===== config.mk =====
export PLATFORM = sky130hd
export DESIGN_NAME = popcount_seq
export DESIGN_NICKNAME = d
export VERILOG_FILES = /design/src/rtl/popcount_seq.sv
export SDC_FILE = /design/constraint.sdc
export NUM_CORES = 1
export LEC_CHECK = 0
export BUFFER_PORTS_ARGS = -buffer_cell sky130_fd_sc_hd__buf_2
export CORE_ASPECT_RATIO = 1.25
export CORE_MARGIN = 5
export CORE_UTILIZATION = 34
export CTS_CLUSTER_DIAMETER = 200
export CTS_CLUSTER_SIZE = 25
export DETAILED_ROUTE_END_ITERATION = 10
export GPL_TIMING_DRIVEN = 0
export HOLD_SLACK_MARGIN = 0.06
export RECOVER_POWER = 100
export SYNTH_ARGS = -nofsm -noshare
export SYNTH_HDL_FRONTEND = slang
export SYNTH_SLANG_ARGS = --single-unit

===== constraint.sdc =====
create_clock -name clk_i -period 9.05 [get_ports clk_i]
set_input_delay 0.905 -clock clk_i [delete_from_list [all_inputs] [get_ports clk_i]]
set_output_delay 0.905 -clock clk_i [all_outputs]
set_load 0.1 [all_outputs]

===== src/rtl/popcount_seq.sv =====
// rtl/popcount_seq.sv - sequential chunked population counter with saturating running total
//
// Counts ones (in_mode_i=0) or zeros (in_mode_i=1) of a W-bit word, CHUNK bits per clock.
// Ports:
//   clk_i, reset_i       clock, asynchronous active-high reset
//   in_valid_i/in_ready_o, in_data_i, in_mode_i, in_acc_i   word input handshake
//   out_valid_o/out_ready_i, out_count_o                    per-word result handshake
//   total_o              saturating running total, clr_i clears it synchronously
module popcount_seq #(
    parameter int W     = 32,
    parameter int CHUNK = 8,
    parameter int TOTW  = 16,
    localparam int N    = W / CHUNK,
    localparam int CW   = $clog2(W + 1)
) (
    input  logic            clk_i,
    input  logic            reset_i,
    input  logic            in_valid_i,
    output logic            in_ready_o,
    input  logic [W-1:0]    in_data_i,
    input  logic            in_mode_i,
    input  logic            in_acc_i,
    output logic            out_valid_o,
    input  logic            out_ready_i,
    output logic [CW-1:0]   out_count_o,
    output logic [TOTW-1:0] total_o,
    input  logic            clr_i
);

    localparam int IW = (N > 1) ? $clog2(N) : 1;
    localparam logic [IW-1:0] LAST_IDX = IW'(N - 1);

    typedef enum logic [1:0] {
        S_IDLE  = 2'd0,
        S_COUNT = 2'd1,
        S_DONE  = 2'd2
    } state_t;

    state_t            state_q;
    logic [W-1:0]      data_q;
    logic              mode_q;
    logic              acc_q;
    logic [CW-1:0]     cnt_q;
    logic [IW-1:0]     idx_q;
    logic [CW-1:0]     out_count_q;
    logic [TOTW-1:0]   total_q;
    logic              in_ready_q;
    logic              out_valid_q;

    logic [CHUNK-1:0]  chunk_d;
    logic [CW-1:0]     cnt_d;
    logic [TOTW:0]     tot_sum_d;
    logic [TOTW-1:0]   total_d;

    function automatic logic [CW-1:0] chunk_ones(input logic [CHUNK-1:0] c);
        logic [CW-1:0] s;
        s = '0;
        for (int i = 0; i < CHUNK; i++) begin
            s = s + CW'(c[i]);
        end
        return s;
    endfunction

    // The word is shifted right each COUNT cycle, so the current chunk is
    // always the low CHUNK bits; XOR with the mode bit turns a zero count
    // into a ones count.
    always_comb begin
        chunk_d   = data_q[CHUNK-1:0] ^ {CHUNK{mode_q}};
        cnt_d     = cnt_q + chunk_ones(chunk_d);
        tot_sum_d = {1'b0, total_q} + (TOTW + 1)'(cnt_q);
        total_d   = TOTW'(cnt_q);
        if (acc_q) begin
            total_d = tot_sum_d[TOTW] ? {TOTW{1'b1}} : tot_sum_d[TOTW-1:0];
        end
    end

    always_ff @(posedge clk_i or posedge reset_i) begin
        if (reset_i) begin
            state_q     <= S_IDLE;
            data_q      <= '0;
            mode_q      <= 1'b0;
            acc_q       <= 1'b0;
            cnt_q       <= '0;
            idx_q       <= '0;
            out_count_q <= '0;
            total_q     <= '0;
            in_ready_q  <= 1'b1;
            out_valid_q <= 1'b0;
        end else begin
            case (state_q)
                S_IDLE: begin
                    if (in_valid_i) begin
                        data_q     <= in_data_i;
                        mode_q     <= in_mode_i;
                        acc_q      <= in_acc_i;
                        cnt_q      <= '0;
                        idx_q      <= '0;
                        in_ready_q <= 1'b0;
                        state_q    <= S_COUNT;
                    end
                end
                S_COUNT: begin
                    cnt_q  <= cnt_d;
                    data_q <= data_q >> CHUNK;
                    idx_q  <= idx_q + IW'(1);
                    if (idx_q == LAST_IDX) begin
                        out_count_q <= cnt_d;
                        out_valid_q <= 1'b1;
                        state_q     <= S_DONE;
                    end
                end
                S_DONE: begin
                    if (out_ready_i) begin
                        total_q     <= total_d;
                        out_valid_q <= 1'b0;
                        in_ready_q  <= 1'b1;
                        state_q     <= S_IDLE;
                    end
                end
                default: begin
                    state_q     <= S_IDLE;
                    in_ready_q  <= 1'b1;
                    out_valid_q <= 1'b0;
                end
            endcase
            // Clear wins over a coincident result handshake.
            if (clr_i) begin
                total_q <= '0;
            end
        end
    end

    assign in_ready_o  = in_ready_q;
    assign out_valid_o = out_valid_q;
    assign out_count_o = out_count_q;
    assign total_o     = total_q;

    cfg_check: assert property (@(posedge clk_i) (W % CHUNK == 0) && (TOTW >= CW))
        else $error("popcount_seq: W must be a multiple of CHUNK and TOTW >= CW");

endmodule


==> results by group, run 1 <==
Outcome
  • Violated checks: capacitance limit, slew limit
  • Status: finished with violations

Finish
  • Multi-input gate area: 1904 sq um
  • Most common cell after layout, fill and taps aside: dfrtp_1
  • Fillcell total: around 1,100
  • Synthesis-to-finish area growth: 19.90%
  • Fin area: 4508 sq um
  • Layout cells sized above 1: 0.1349
  • Ant diodes: 0
  • Final net count: 521
  • FF/Latch Area: 1703 sq um
  • Most frequent cells in the layout: 67 x dfrtp_1, 44 x nand2_1, 41 x clkbuf_1

STA
  • Slew @ Worst Pin: about 3.0 ns
  • Slew Viols, Final: roughly 70
  • Peak Freq: 0.2411 GHz
  • Worst slew margin relative to its limit: -0.9974
  • Hold WS: about 0.47 ns
  • Final setup viols: 0
  • Final Hold Violating Endpoints: 0
  • Tmin final: about 4.1 ns
  • Clock skew: about 0.0040 ns
  • Fin crit share: 0.4584
  • Setup_tns: 0 ns
  • Unrepaired setup endpoints after global routing: false

Global routing
  • Largest net degree at the start of global routing: 69
  • Total congestion overflow: 0
  • Initial antenna violation count: 0
  • Number of global-route vias before repair: 3,199
  • Total track usage: 0.1431
  • Wire length of the first global-routing pass: between 15 and 20 mm

Yosys
  • Yosys cell types: 49
  • Ys Warns: 0
  • Syn Area/Cell: between 9 and 10 sq um
  • Cell Area, Synth: roughly 3800 sq um
  • Synth top area cells: dfrtp_1 45%, mux2i_1 6.9%, a21oi_1 4.5%
  • Number of flops mapped to enable cells by yosys: 0
  • Post-Synthesis Net Count: around 450
  • Yosys top cell area share: 0.4459
  • Post-synth ARST share: 1.000
  • Top_reg_cell synth: dfrtp_1
  • Sequential element share of the synthesized area: 0.4529
  • Synth Register Bits: 68
  • Leading area contributor after synthesis: dfrtp_1
  • Synth Instances: 390

Critical path
  • Worst r2r path cells: 13
  • Critical Path AT: roughly 4.3 ns
  • CP Launch Type: flop
  • R2r setup slk: just under 5 ns
  • RR Endpoint: cnt_q[4]
  • Reg-to-reg startpoint: mode_q
  • Required @ worst endpoint: 9.24 ns
  • Critical Path Fanout Max: 9
  • WS Path Type: reg -> reg
  • Critical path capture point type: flop

Clocking
  • Clk pin slew, worst setup/hold paths: roughly 0.06 ns
  • H-Tree Depth: 3
  • Worst-skew pair later-pin latency: between 0.3 and 0.4 ns
  • Clock root cell: clkbuf_16
  • Setup Fix Bufs, Post-CTS: 0
  • Post-cts hold buffer count: 0
  • Num Clock Sinks: 68
  • TritonCTS Buffers: 9
  • PostCTS Resize Cnt: 0
  • Clock Path Buffers: 2
  • CTS tree: done

Placed design
  • Post-DP Area: roughly 4200 sq um
  • Placer Congestion: 0.8506
  • Count of input and output buffers: between 60 and 70
  • DP Wirelength: approximately 6.9 mm

Min path
  • Worst Hold Launch: in_ready_o
  • Hold path endpoint: in_ready_o
  • Min-delay worst type: reg -> reg
  • Worst hold path stage count: 2

Pwr
  • Pwr Total: 0.002070 W
  • Power per cell area: 459.2 nW/um^2
  • Peak VDD IR: approximately 230 uV
  • Pleak: approximately 2 nW

Detailed routing
  • DR pass1 iterations: 4
  • Avg Vias per Cell: between 5 and 6
  • DR WL/cell: ~16 um
  • Metal-1 WL: around 4 mm
  • Final wirelength: a little over 9 mm
  • Residual DRC count: 0
  • Max layer used: met4
  • DRT antenna net count: 0
  • Initial detailed-routing violation count: 77
  • Via Count: about 3,100
  • WL met3: 584 um
  • Met2 wire len: roughly 4.8 mm

Floorplanning
  • Die height: approximately 130 um
  • Cell row count: 43
  • Die ar.: between 10,000 and 15,000 sq um
  • Core footprint: 10,980 sq um
  • Effective utilization at floorplan: 0.3426
  • Die W: 104.1 um
  • IO Pins: 63

Run
  • Max-cap viol count: 1
through the flow:
step                std cells  setup WS, ns  utilization
floorplan                 390         5.163            -
global placement          587         4.948       0.3862
detailed placement        587         4.891       0.3865
CTS                       602         4.871       0.4152
global route              602         4.632       0.4107
finish                    602         4.902       0.4107
how the worst max path moves through the flow:
stage,start,endpoint
after floorplan,mode_q,cnt_q[4]
after global placement,mode_q,cnt_q[4]
after detailed placement,mode_q,cnt_q[4]
after CTS,mode_q,cnt_q[4]
after global routing,mode_q,cnt_q[4]
final,mode_q,cnt_q[4]
per-layer routing:
layer,global-route usage,vias to the layer above
met5,0,-
met4,0.05107,0
met3,0.04144,8
met2,0.2530,87
met1,0.1648,1485
li1,-,1533
worst max-delay path, cell delays in order (launching register included):
cell,delay [ns]
dfrtp_1,0.32
clkbuf_1,0.42
xor2_1,0.25
fa_1,0.47
fa_1,0.55
inv_1,0.06
fa_1,0.51
fa_1,0.48
fa_1,0.42
inv_1,0.07
a21o_1,0.11
a21oi_1,0.07
xor2_1,0.18
o22ai_1,0.09
state kept, by name, indices dropped and copies added (netlist names), 2 cells and up:
name,cells
cnt_q,6
out_count_o,6
idx_q,2
data_q,32
state_q,2
total_o,16
report_power, final:
part | total (W) | switching [W] | internal [W] | leakage, nW
clock | 0.000376 | 0.000136 | 0.000240 | 0.151
combinational | 0.00118 | 0.000726 | 0.000457 | 1.03
sequential | 0.000511 | 0.0000818 | 0.000429 | 0.855
total | 0.00207 | 0.000944 | 0.00113 | 2.04
Yosys cell counts, types with 4 or more instances:
library cell,number
o211ai_1,4
dfrtp_1,67
nor2_1,35
a31oi_1,6
a22o_1,4
nand3_1,7
buf_2,4
xor2_1,9
a21oi_1,34
ha_1,13
inv_1,14
fa_1,6
clkbuf_1,12
o22ai_1,6
nand2_1,44
mux2i_1,26
xnor2_1,6
a21o_1,13
o21ai_0,33
layout make-up:
type	count	share of cell area
multi-input combinational	288	0.4224
clock inverter	6	0.01998
inverter	14	0.01193
sequential	68	0.3777
clock buffer	9	0.04996
timing repair buffer	62	0.06189
tap	135	0.03747
buffer	20	0.01860
cell families (layout without fill, tap and decap cells):
logic type | count (synthesis) | after routing | synth area share
buffers and inverters | 34 | 111 | 0.03827
xor gates and xnor gates | 15 | 15 | 0.03494
adders and majority gates | 19 | 19 | 0.07521
AOI/OAI and AO/OA | 118 | 118 | 0.1917
and+or+nand+nor | 108 | 108 | 0.1318
DFF | 68 | 68 | 0.4529
muxes | 28 | 28 | 0.07521
Note: power is estimated with default switching activity, not from simulation.
==> run 2, diff against run 1 <==
clock period = 4.07 ns   (was 9.05 ns; I/O delays follow)
==> results by group, run 2 (synthesized netlist as in run 1, its figures left out) <==
Outcome
  • Status: finished with violations
  • Violated checks: capacitance limit, slew limit

Clocking
  • Clock root cell: clkbuf_16
  • Setup Fix Bufs, Post-CTS: 0 (unchanged)
  • Num Clock Sinks: 68 (unchanged)
  • H-Tree Depth: 3 (unchanged)
  • Worst-skew pair later-pin latency: 0.33 ns (about the same)
  • CTS tree: done
  • TritonCTS Buffers: 9 (unchanged)
  • Clock Path Buffers: 2 (unchanged)
  • Post-cts hold buffer count: 0 (unchanged)
  • Clk pin slew, worst setup/hold paths: 0.06 ns (about the same)

Placed design
  • Count of input and output buffers: 62 (unchanged)
  • Placer Congestion: 0.8506 (unchanged)
  • DP Wirelength: 6.937 mm (unchanged)
  • Post-DP Area: 4242 sq um (unchanged)

Detailed routing
  • Residual DRC count: 0 (unchanged)
  • Initial detailed-routing violation count: 76 (-1.3%)
  • DR WL/cell: 15.55 um (+0.23%)
  • Final wirelength: 9.347 mm (about the same)
  • Avg Vias per Cell: 5.165 (-0.12%)
  • DR pass1 iterations: 4 (unchanged)
  • Via Count: 3,104 (-0.29%)
  • DRT antenna net count: 0 (unchanged)

STA
  • Slew Viols, Final: 69 (unchanged)
  • Final Hold Violating Endpoints: 0 (unchanged)
  • Fin crit share: 0.9556 (+0.4973)
  • Hold WS: 0.2797 ns (-0.1909 ns)
  • Tmin final: 3.889 ns (-0.2587 ns)
  • Clock skew: 0.004611 ns (+0.0006074 ns)
  • Unrepaired setup endpoints after global routing: false
  • Peak Freq: 0.2571 GHz (+6.7%)
  • Worst slew margin relative to its limit: -0.9989 (-0.001513)
  • Slew @ Worst Pin: 2.982 ns (+0.002257 ns)
  • Final setup viols: 0 (unchanged)

Pwr
  • Share of power burned in registers: 0.251 (+0.004)
  • NetSw: 0.002102 W (+120%)
  • Clock power share: 0.181 (about the same)
  • Power per cell area: 1021 nW/um^2 (+120%)
  • Gate power share: 0.567 (-0.004)
  • Peak VDD IR: 508.2 uV (+120%)
  • Pleak: 2.039 nW (about the same)
  • Switch share: 0.4562 (about the same)
  • Int Power: 0.002506 W (+120%)

Floorplanning
  • IO Pins: 63 (unchanged)
  • Die W: 104.1 um (unchanged)
  • Core footprint: 10,980 sq um (unchanged)
  • Die height: 127.6 um (unchanged)
  • Die ar.: 13,270 sq um (unchanged)
  • Effective utilization at floorplan: 0.3426 (unchanged)
  • Cell row count: 43 (unchanged)

Global routing
  • Initial antenna violation count: 0 (unchanged)
  • Number of global-route vias before repair: 3,200 (+0.031%)
  • Total track usage: 0.1431 (unchanged)
  • Wire length of the first global-routing pass: 15.44 mm (about the same)
  • Total congestion overflow: 0 (unchanged)
  • Largest net degree at the start of global routing: 69 (unchanged)

Finish
  • Fillcell total: 1,141 (-0.35%)
  • Number of flip-flops under the largest register name: 32 (unchanged)
  • Reg with most FFs: data_q
  • Ant diodes: 0 (unchanged)
  • Final net count: 520 (-0.19%)
  • Layout cells sized above 1: 0.1395 (+0.004581)
  • Synthesis-to-finish area growth: 20.03%
  • Most common cell after layout, fill and taps aside: dfrtp_1
  • Fin area: 4513 sq um (+0.11%)
  • Most frequent cells in the layout: 66 x dfrtp_1, 44 x nand2_1, 40 x clkbuf_1

Critical path
  • CP max stage delay: 0.55 ns (about the same)
  • Critical path cell sequence: xor2_2 > fa_1 > fa_1 > inv_1 > fa_1 > fa_1 > fa_1 > inv_1 > a21o_1 > a21oi_1 > xor2_1 > o22ai_1
  • WS Path Type: reg -> reg
  • Most common cell on crit path: fa_1
  • CP delay by family, top: adder cells
  • CP Launch Type: flop
  • Critical path capture point type: flop
  • Buf/Inv on CP: 2 (-1)
  • Critical Path AT: 4.08 ns (-0.25 ns)
  • Critical Path Fanout Max: 9 (unchanged)
  • Highest-delay cell along the critical path: fa_1
  • Required @ worst endpoint: 4.26 ns (-4.98 ns)

Run
  • Max-cap viol count: 1 (unchanged)

Min path
  • Min-delay worst type: in -> reg
[run 2: worst paths after layout]
check / cells after the start / end / slack [ns] / startpoint
hold reg to reg: 2 / in_ready_o / 0.47 / in_ready_o
setup reg to reg: 12 / cnt_q[4] / 0.18 / mode_q
hold / removal: 3 / data_q[26] / 0.28 / in_data_i[26]
setup / recovery: 12 / cnt_q[4] / 0.18 / mode_q
min in group asynchronous: 2 / out_valid_o / 0.88 / reset_i
max in group asynchronous: 2 / mode_q / 1.66 / reset_i
[run 2: worst register-to-register path: stages (launching register included)]
cell and delay, ns:
dfrtp_2 0.50, xor2_2 0.21, fa_1 0.49, fa_1 0.55, inv_1 0.06, fa_1 0.51, fa_1 0.48, fa_1 0.42
inv_1 0.07, a21o_1 0.11, a21oi_1 0.07, xor2_1 0.18, o22ai_1 0.09
[run 2: layout make-up]
class / count / area (sq um) / area share
timing repair buffer: 62 / 279.0 / 0.06182
multi-input combinational: 288 / 1912 / 0.4236
clock buffer: 9 / 225.2 / 0.04990
buffer: 19 / 80.08 / 0.01774
tap: 135 / 168.9 / 0.03743
sequential: 68 / 1704 / 0.3776
inverter: 14 / 53.80 / 0.01192
clock inverter: 6 / 90.09 / 0.01996
[run 2: through the flow]
stage | util | setup WS, ns | std cells | power [W] | setup TNS, ns
2_1_floorplan | - | 0.1827 | 390 | 0.003189 | 0
3_5_place_dp | 0.3865 | -0.08865 | 587 | 0.003800 | -0.1571
5_1_grt | 0.4112 | 0.006124 | 601 | 0.005017 | 0
6_report | 0.4112 | 0.1805 | 601 | 0.004608 | 0
3_3_place_gp | 0.3862 | -0.03189 | 587 | 0.003694 | -0.03641
4_1_cts | 0.4148 | 0.05805 | 601 | 0.004667 | 0
[run 2: routing by layer]
layer | GRT usage | routed length, um
met5 | 0 | 0
met3 | 0.04144 | 585
met4 | 0.05107 | 106
met1 | 0.1645 | 3897
met2 | 0.2534 | 4758
[run 2: power by group through the flow]
stage	Combinational [W]	Sequential, W	Clock (W)
floorplan	0.00182	0.00136	0
global placement	0.00256	0.00114	0
detailed placement	0.00265	0.00115	0
CTS	0.00266	0.00115	0.000856
global route	0.00293	0.00120	0.000886
finish	0.00261	0.00116	0.000836
[run 2: what timing repair did]
item                                    in CTS  in global routing
endpoints found under the setup margin       2                  2
resized for setup                            0                  2
cloned                                       0                  0
